File: config.mk
export PLATFORM = sky130hd
export DESIGN_NAME = countdown_timer
export DESIGN_NICKNAME = d
export VERILOG_FILES = /design/src/rtl/timer_pkg.sv /design/src/rtl/sat_counter.sv /design/src/rtl/countdown_timer.sv
export SDC_FILE = /design/constraint.sdc
export NUM_CORES = 1
export LEC_CHECK = 0
export ABC_AREA = 1
export BUFFER_PORTS_ARGS = -buffer_cell sky130_fd_sc_hd__buf_2
export CORE_UTILIZATION = 56
export DETAILED_ROUTE_END_ITERATION = 10
export PLACE_DENSITY = 0.77
export RECOVER_POWER = 50
export SETUP_SLACK_MARGIN = 0.02
export SYNTH_ARGS = -nofsm -noshare
export SYNTH_HDL_FRONTEND = slang
export SYNTH_SLANG_ARGS = --single-unit
export TNS_END_PERCENT = 50
File: constraint.sdc
create_clock -name clk -period 1.98 [get_ports clk]
set_input_delay 0.396 -clock clk [delete_from_list [all_inputs] [get_ports clk]]
set_output_delay 0.396 -clock clk [all_outputs]
set_load 0.02 [all_outputs]
File: src/rtl/timer_pkg.sv
// Shared types for the countdown timer block.
//   timer_state_t : FSM encoding (idle / counting / frozen by pause)
package timer_pkg;

  typedef enum logic [1:0] {
    T_IDLE = 2'd0,
    T_RUN  = 2'd1,
    T_HOLD = 2'd2
  } timer_state_t;

endpackage

File: src/rtl/sat_counter.sv
// Saturating up counter: sticks at all-ones instead of wrapping.
// Ports:
//   clk     : rising-edge clock
//   reset_n : async active-low reset, clears q
//   clr     : sync clear (wins over inc)
//   inc     : count enable
//   q       : current value
module sat_counter #(
  parameter int W = 8
) (
  input  logic         clk,
  input  logic         reset_n,
  input  logic         clr,
  input  logic         inc,
  output logic [W-1:0] q
);

  always_ff @(posedge clk or negedge reset_n) begin
    if (!reset_n)               q <= '0;
    else if (clr)               q <= '0;
    else if (inc && (q != '1))  q <= q + W'(1);
  end

endmodule

File: src/rtl/countdown_timer.sv
// Programmable down-counting timer with one-shot / auto-reload modes.
// Ports:
//   clk, reset_n   : clock, async active-low reset
//   cfg_valid/ready: config handshake; ready whenever the timer is not running
//   cfg_load       : start / reload value (ticks per period)
//   cfg_periodic   : 1 = auto-reload, 0 = one-shot
//   start          : leave IDLE and begin counting (ignored if count is 0)
//   stop           : abort to IDLE, clear count
//   pause          : freeze count while high
//   tick           : prescaler enable; count moves only on tick
//   count          : current count (registered)
//   busy           : timer is not IDLE
//   tc             : one-cycle registered terminal-count pulse
//   tc_count       : saturating tc events since last accepted config
module countdown_timer
  import timer_pkg::*;
#(
  parameter int WIDTH = 16,
  parameter int TCW   = 8
) (
  input  logic             clk,
  input  logic             reset_n,
  input  logic             cfg_valid,
  output logic             cfg_ready,
  input  logic [WIDTH-1:0] cfg_load,
  input  logic             cfg_periodic,
  input  logic             start,
  input  logic             stop,
  input  logic             pause,
  input  logic             tick,
  output logic [WIDTH-1:0] count,
  output logic             busy,
  output logic             tc,
  output logic [TCW-1:0]   tc_count
);

  localparam logic [WIDTH-1:0] ONE = WIDTH'(1);

  timer_state_t     r_state, w_next;
  logic [WIDTH-1:0] r_count, r_reload;
  logic             r_periodic, r_tc;
  logic             w_cfg_acc, w_run_tick, w_tc_evt;

  // stop outranks everything, so it masks both config and counting
  assign w_cfg_acc  = cfg_valid & cfg_ready & ~stop;
  assign w_run_tick = (r_state == T_RUN) & ~stop & ~pause & tick;
  assign w_tc_evt   = w_run_tick & (r_count == ONE);

  // state register
  always_ff @(posedge clk or negedge reset_n) begin
    if (!reset_n) r_state <= T_IDLE;
    else          r_state <= w_next;
  end

  // next state
  always_comb begin
    w_next = r_state;
    if (stop) begin
      w_next = T_IDLE;
    end else if (!w_cfg_acc) begin
      unique case (r_state)
        T_IDLE:  if (start && (r_count != '0)) w_next = T_RUN;
        T_RUN:   if (pause)                    w_next = T_HOLD;
                 else if (w_tc_evt && !r_periodic) w_next = T_IDLE;
        T_HOLD:  if (!pause)                   w_next = T_RUN;
        default: w_next = T_IDLE;
      endcase
    end
  end

  // outputs decoded from state
  always_comb begin
    cfg_ready = (r_state != T_RUN);
    busy      = (r_state != T_IDLE);
  end

  // count / reload datapath. A zero count in RUN (loaded as 0 while held)
  // just sits at 0: no wrap and no terminal event.
  always_ff @(posedge clk or negedge reset_n) begin
    if (!reset_n) begin
      r_count    <= '0;
      r_reload   <= '0;
      r_periodic <= 1'b0;
      r_tc       <= 1'b0;
    end else begin
      r_tc <= w_tc_evt;
      if (stop) begin
        r_count <= '0;
      end else if (w_cfg_acc) begin
        r_count    <= cfg_load;
        r_reload   <= cfg_load;
        r_periodic <= cfg_periodic;
      end else if (w_run_tick) begin
        if (r_count == ONE)     r_count <= r_periodic ? r_reload : '0;
        else if (r_count > ONE) r_count <= r_count - ONE;
      end
    end
  end

  assign count = r_count;
  assign tc    = r_tc;

  sat_counter #(.W(TCW)) u_tc_cnt (
    .clk     (clk),
    .reset_n (reset_n),
    .clr     (w_cfg_acc),
    .inc     (w_tc_evt),
    .q       (tc_count)
  );

endmodule

==> results.json, run 1 <==
{
  "cts_tree": "built",
  "grt_setup_unrepaired": "false",
  "max-cap-violations": 0,
  "num_rows": 24,
  "netlist_instances": 382,
  "synth_seq_cells": 44,
  "slew_headroom_pct": 27.9,
  "fin_util_pct": 70.4,
  "postPlaceCellArea_um2": 3020,
  "antenna_found_initial": 0,
  "clkTransAtPathRegs_ns": 0.08,
  "critPathArrivalTime_ns": 2.04,
  "grt_pass1_wl_um": 11100,
  "p_seq_share_pct": 29.3,
  "viasPerCell": 5.30,
  "synthesis.nets": 410,
  "sw_frac_of_total_pct": 47.9,
  "dp_hpwl_um": 4660,
  "post_drt_wl_per_cell_um": 13.2,
  "clock-sinks": 44,
  "syn_area_per_cell_um2": 7.06,
  "power_leakage_nw": 1.75,
  "cp.required_ns": 2.17,
  "fmax_mhz": 542,
  "chipWidth_um": 71.4,
  "cts_root_buffer": "clkbuf_8",
  "slew_viol_final": 0,
  "die_h_um": 71.4,
  "insertion_delay_ns": 0.31,
  "htreeDepth": 2,
  "ant_nets": 0,
  "core_area_um2": 4470,
  "status": "finished with violations",
  "groute.usage.overall_pct": 28.2,
  "fin_crit_sh_pct": 93.3,
  "vdd.ir_drop.worst_uv": 804,
  "clockBufferDepth": 2,
  "tns_ns": 0,
  "power.total_mw": 5.29,
  "synth_compound_area_share_pct": 6.08,
  "numPortBuffers": 50,
  "start_util_pct": 60.2,
  "firstDrtPassIters": 8,
  "crit_type": "flip-flop to flip-flop",
  "synth_top_family_by_area": "simple AND/OR/NAND/NOR gates",
  "drt-total-wl_um": 6560,
  "cts_hold_buf": 0,
  "worstMarginPinSlew_ns": 1.08,
  "synth_fa_ha_area_share_pct": 1.86,
  "setup_viol": 0,
  "vias": 2625,
  "syn-cell-area_um2": 2700,
  "design_area_um2": 3150,
  "fin_skew_ns": 0.0101,
  "grt_max_degree": 45,
  "yosys.area_share.simple_pct": 41.5,
  "nNetsFinal": 470,
  "ys_seq_area_share_pct": 40.9,
  "dpl.cell_count": 485,
  "final_hold_viol_count": 0,
  "overflow": 0,
  "cp-end-kind": "flip-flop",
  "layout.cells.non_filler": 495,
  "pwr-share-clk_pct": 14.5,
  "p_sw_mw": 2.54,
  "grt_pass1_vias": 2484,
  "place_congestion": 0.841,
  "p_int_mw": 2.76,
  "drive_above_1_share_pct": 18.3,
  "cts_buffers": 5,
  "num_antenna_cells": 0,
  "synth_xor_area_share_pct": 2.60,
  "io-pin-count": 51,
  "drt-initial-drc-count": 235,
  "path_max_fanout": 9,
  "cp-start-kind": "flip-flop",
  "drc": 6,
  "hold_path.class": "input pin to flip-flop",
  "synthDistinctLibCells": 32,
  "combinationalPowerShare_pct": 56.2,
  "powerDensity_nw_per_um2": 1680,
  "die_area_um2": 5090,
  "post-route-min-period_ns": 1.85,
  "synth_warnings": 0,
  "syn2layout_area_growth_pct": 16.9,
  "synth.mux.area_fraction_pct": 0,
  "failed_checks": "design-rule violations"
}
## routing by layer
metal | routed length (um) | GRT usage (%)
met5 | 0 | 0
met4 | 131 | 11.6
met3 | 367 | 5.20
met2 | 3130 | 47.3
met1 | 2920 | 36.1
## placed cells by master, fill, tap and decap left out
| cell | synthesis | routed |
|---|---|---|
| nor3_2 | 1 | 1 |
| a21oi_1 | 8 | 8 |
| xor2_1 | 4 | 4 |
| clkbuf_2 | 0 | 1 |
| nor3_1 | 1 | 1 |
| inv_1 | 26 | 25 |
| ha_1 | 4 | 4 |
| inv_2 | 2 | 2 |
| nor2_4 | 4 | 4 |
| dfrtp_1 | 44 | 44 |
| o21ai_2 | 1 | 1 |
| bufinv_16 | 0 | 1 |
| xnor2_1 | 4 | 4 |
| buf_2 | 4 | 37 |
| nor3b_1 | 1 | 1 |
| o21a_1 | 4 | 4 |
| nand3b_1 | 1 | 1 |
| clkbuf_8 | 0 | 7 |
| nand3_1 | 49 | 49 |
| and2_1 | 1 | 1 |
| buf_4 | 2 | 13 |
| o21ai_1 | 1 | 1 |
| nor2_1 | 40 | 40 |
| o21ai_0 | 16 | 16 |
| nand3_2 | 1 | 1 |
| or2_2 | 2 | 2 |
| nand4_1 | 3 | 3 |
| clkinvlp_4 | 0 | 1 |
| inv_4 | 1 | 1 |
| nand2_2 | 5 | 6 |
| clkbuf_1 | 2 | 13 |
| nand2_4 | 2 | 2 |
| nor2_2 | 1 | 1 |
| nand2_1 | 144 | 143 |
## sequential cells by signal (all words and copies together) (netlist names)
register / count
r_reload: 16
u_tc_cnt.q: 8
count: 16
tc: 1
r_periodic: 1
r_state: 2
## power by group through the flow
stage	logic (mW)	clock network [mW]	registers, mW
floorplan	2.09	0	1.64
global placement	2.89	0	1.54
detailed placement	2.94	0	1.55
CTS	2.96	0.769	1.54
global route	3.37	0.809	1.60
finish	2.97	0.767	1.55
## worst paths after layout
| path | start | to | slack, ns | cells past startpoint |
|---|---|---|---|---|
| max in group asynchronous | reset_n | count[14] | 0.94 | 2 |
| worst max register to register | count[0] | count[8] | 0.13 | 10 |
| worst min register to register | r_reload[15] | r_reload[15] | 0.48 | 2 |
| min in group asynchronous | reset_n | r_reload[14] | 0.36 | 2 |
| worst max-delay path | count[0] | count[8] | 0.13 | 10 |
| worst min-delay path | cfg_periodic | r_periodic | 0.29 | 3 |
## synthesized netlist by cell type
| cell type | number | area [um2] |
|---|---|---|
| a21oi_1 | 8 | 40.0 |
| and2_1 | 1 | 6.26 |
| buf_2 | 4 | 20.0 |
| buf_4 | 2 | 15.0 |
| buf_6 | 2 | 22.5 |
| buf_8 | 1 | 15.0 |
| clkbuf_1 | 2 | 7.51 |
| dfrtp_1 | 44 | 1100 |
| ha_1 | 4 | 50.1 |
| inv_1 | 26 | 97.6 |
| inv_2 | 2 | 7.51 |
| inv_4 | 1 | 6.26 |
| nand2_1 | 144 | 541 |
| nand2_2 | 5 | 31.3 |
| nand2_4 | 2 | 22.5 |
| nand3_1 | 49 | 245 |
| nand3_2 | 1 | 10.0 |
| nand3b_1 | 1 | 7.51 |
| nand4_1 | 3 | 18.8 |
| nor2_1 | 40 | 150 |
| nor2_2 | 1 | 6.26 |
| nor2_4 | 4 | 45.0 |
| nor3_1 | 1 | 5.00 |
| nor3_2 | 1 | 10.0 |
| nor3b_1 | 1 | 7.51 |
| o21a_1 | 4 | 30.0 |
| o21ai_0 | 16 | 80.1 |
| o21ai_1 | 1 | 5.00 |
| o21ai_2 | 1 | 8.76 |
| or2_2 | 2 | 12.5 |
| xnor2_1 | 4 | 35.0 |
| xor2_1 | 4 | 35.0 |
## critical path: stages (launching register included)
cell	delay [ns]
dfrtp_1	0.42
inv_1	0.12
ha_1	0.23
nand2_2	0.11
nor2_4	0.12
nand4_1	0.11
nand2_2	0.19
clkinvlp_4	0.13
buf_4	0.18
nand2_1	0.07
nand2_1	0.05
## cell type report
type                       count  area, um2
multi-input combinational    298       1410
fill                         378       1330
sequential                    44       1100
timing repair buffer          64        337
inverter                      29        115
clock buffer                   7       96.3
tap                           52       65.1
clock inverter                 1       30.0
## timing repair
| action | CTS | global route |
|---|---|---|
| resized for setup | 0 | 2 |
| setup buffers | 0 | 2 |
| setup endpoints to repair | 0 | 15 |
## metrics by stage
stage | hold WS [ns] | setup slack (ns)
floorplan | 0.100 | 0.279
global placement | 0.456 | 0.166
detailed placement | 0.464 | 0.0301
CTS | 0.182 | 0.0213
global route | 0.294 | 0.0123
finish | 0.293 | 0.133
## logic make-up (layout without fill, tap and decap cells)
kind of cell,after synthesis,in the layout
AND/OR/NAND/NOR,256,256
flip-flops,44,44
buffers and inverters,40,101
AO/OA/AOI/OAI,30,30
XOR/XNOR,8,8
adder cells (fa/ha/maj),4,4
Power figures use the tool's default switching activity.
==> inputs of run 2 (changes only) <==
- CORE_ASPECT_RATIO: unset -> 1.2
- CORE_UTILIZATION: 56 -> 50
- PLACE_DENSITY: 0.77 -> 0.7
==> run 2 against run 1 <==
Compared with the run above: the flow now finishes without violations; sequential share of layout area grew 0.13 points; clock power shrank 23%; worst setup slack gained 0.062 ns; die area grew 12%; sequential cell count is the same; critical path depth shrank 1; cell count grew 2.0%; first-iteration DRC count shrank 27%; wire length grew 3.6%; via count shrank 1.1%; register-to-register slack gained 0.06 ns.
==> results.json, run 2 (same netlist as run 1, synthesis figures left out) <==
{
  "status": "complete, no violations",
  "syn2layout_area_growth_pct": 16.4,
  "design_area_um2": 3140,
  "io-pin-count": 51,
  "worstMarginPinSlew_ns": 1.25,
  "slew_viol_final": 0,
  "mostFrequentLayoutCell": "nand2_1",
  "timing.rr.start": "r_state[1]",
  "grt_setup_unrepaired": "false",
  "cp-end-kind": "flip-flop",
  "vias": 2596,
  "fin_util_pct": 62.2,
  "r2r_end": "count[14]",
  "num_antenna_cells": 0,
  "final_cell_mix": "nand2_1, nand3_1, dfrtp_1, buf_2, nor2_1",
  "vdd.ir_drop.worst_uv": 780,
  "start_util_pct": 53.4,
  "path_max_fanout": 10,
  "grt_pass1_wl_um": 11300,
  "pre_cts_ws_ns": 0.181,
  "overflow": 0,
  "cp-startpoint": "r_state[1]",
  "r2r_slack_ns": 0.20,
  "die_area_um2": 5690,
  "fin_ws_ns": 0.196,
  "critPathArrivalTime_ns": 2.02,
  "clock-sinks": 44,
  "die_h_um": 82.4,
  "firstDrtPassIters": 5,
  "reg2reg_depth": 9,
  "slew_headroom_pct": 17.0,
  "cts_buffers": 5,
  "drc": 0,
  "viasPerCell": 5.14,
  "crit_type": "flip-flop to flip-flop",
  "core_area_um2": 5040,
  "cp-start-kind": "flip-flop",
  "tns_ns": 0,
  "cts_hold_buf": 0,
  "nNetsFinal": 472,
  "powerDensity_nw_per_um2": 1630,
  "antenna_found_initial": 0,
  "cp.required_ns": 2.22,
  "grt_pass1_vias": 2494,
  "setup_viol": 0,
  "insertion_delay_ns": 0.30,
  "fin_skew_ns": 0.00732,
  "hold_path.class": "input pin to flip-flop",
  "htreeDepth": 2,
  "final_hold_viol_count": 0,
  "clkTransAtPathRegs_ns": 0.08,
  "ant_nets": 0,
  "max-cap-violations": 0,
  "place_congestion": 0.856,
  "drt-total-wl_um": 6800,
  "worstSetupEndpoint": "count[14]",
  "drt-initial-drc-count": 171,
  "cts_root_buffer": "clkbuf_8",
  "groute.usage.overall_pct": 25.1,
  "layout.cells.non_filler": 505,
  "cts_tree": "built",
  "dp_hpwl_um": 4910,
  "grt_max_degree": 24,
  "num_rows": 28,
  "chipWidth_um": 69.0,
  "dpl.cell_count": 495,
  "fin_crit_sh_pct": 90.1,
  "fmax_mhz": 560,
  "postPlaceCellArea_um2": 3060,
  "numPortBuffers": 50,
  "clockBufferDepth": 2,
  "post_drt_wl_per_cell_um": 13.5,
  "post-route-min-period_ns": 1.78,
  "power_leakage_nw": 1.76,
  "drive_above_1_share_pct": 18.9
}
==> run 2: cell count changes in the layout (fill, tap and decap cells not counted), moves of 2 or more <==
cell,before,now
buf_2,37,43
clkbuf_1,13,11
nand2_1,143,145
nand2_2,6,3
==> run 2: area by class of cell <==
type | count | area (um2)
inverters | 29 | 115
repair buffers | 66 | 352
clock buffers | 8 | 90.1
fillers | 514 | 1910
well taps | 60 | 75.1
multi-input cells | 298 | 1410
flip-flops and latches | 44 | 1100
==> run 2: power by group <==
part / internal (mW) / switching (mW) / leakage [nW]
Combinational: 1.12 / 1.88 / 1.14
Sequential: 1.21 / 0.318 / 0.567
Clock: 0.285 / 0.302 / 0.0455
Total: 2.61 / 2.50 / 1.76
==> run 2: layer usage <==
metal	track usage, %	up-vias	wire length (um)
met2	45.3	63	3470
met5	0	-	0
li1	-	1337	-
met3	4.25	9	293
met1	30.3	1187	2970
met4	9.18	0	65
==> run 2: worst max-delay path, cell delays in order, from the launching register on <==
cell and delay (ns):
dfrtp_1 0.40, inv_1 0.07, nand2_1 0.15, nand3_2 0.14, inv_1 0.12, clkbuf_1 0.45, nand2_1 0.17, nand2_1 0.12
nand2_1 0.05, nand2_1 0.05
==> run 2: worst min path at each step <==
stage | startpoint | to | slack [ns] | cells past startpoint
2_1_floorplan | reset_n | count[0] | 0.10 | 0
3_3_place_gp | reset_n | count[15] | 0.41 | 1
3_5_place_dp | reset_n | count[14] | 0.41 | 1
4_1_cts | reset_n | count[15] | 0.09 | 1
5_1_grt | cfg_load[9] | r_reload[9] | 0.30 | 3
6_report | cfg_load[9] | r_reload[9] | 0.31 | 3
==> run 2: per-stage QoR <==
stage / power [mW] / hold slack [ns]
2_1_floorplan: 3.73 / 0.100
3_3_place_gp: 4.48 / 0.412
5_1_grt: 5.64 / 0.302
6_report: 5.12 / 0.307
4_1_cts: 5.13 / 0.0852
3_5_place_dp: 4.53 / 0.410
==> run 2: repair_timing <==
action,in CTS,in global routing
setup buffers,0,2
gates resized for setup,0,3
setup endpoints to repair,0,7
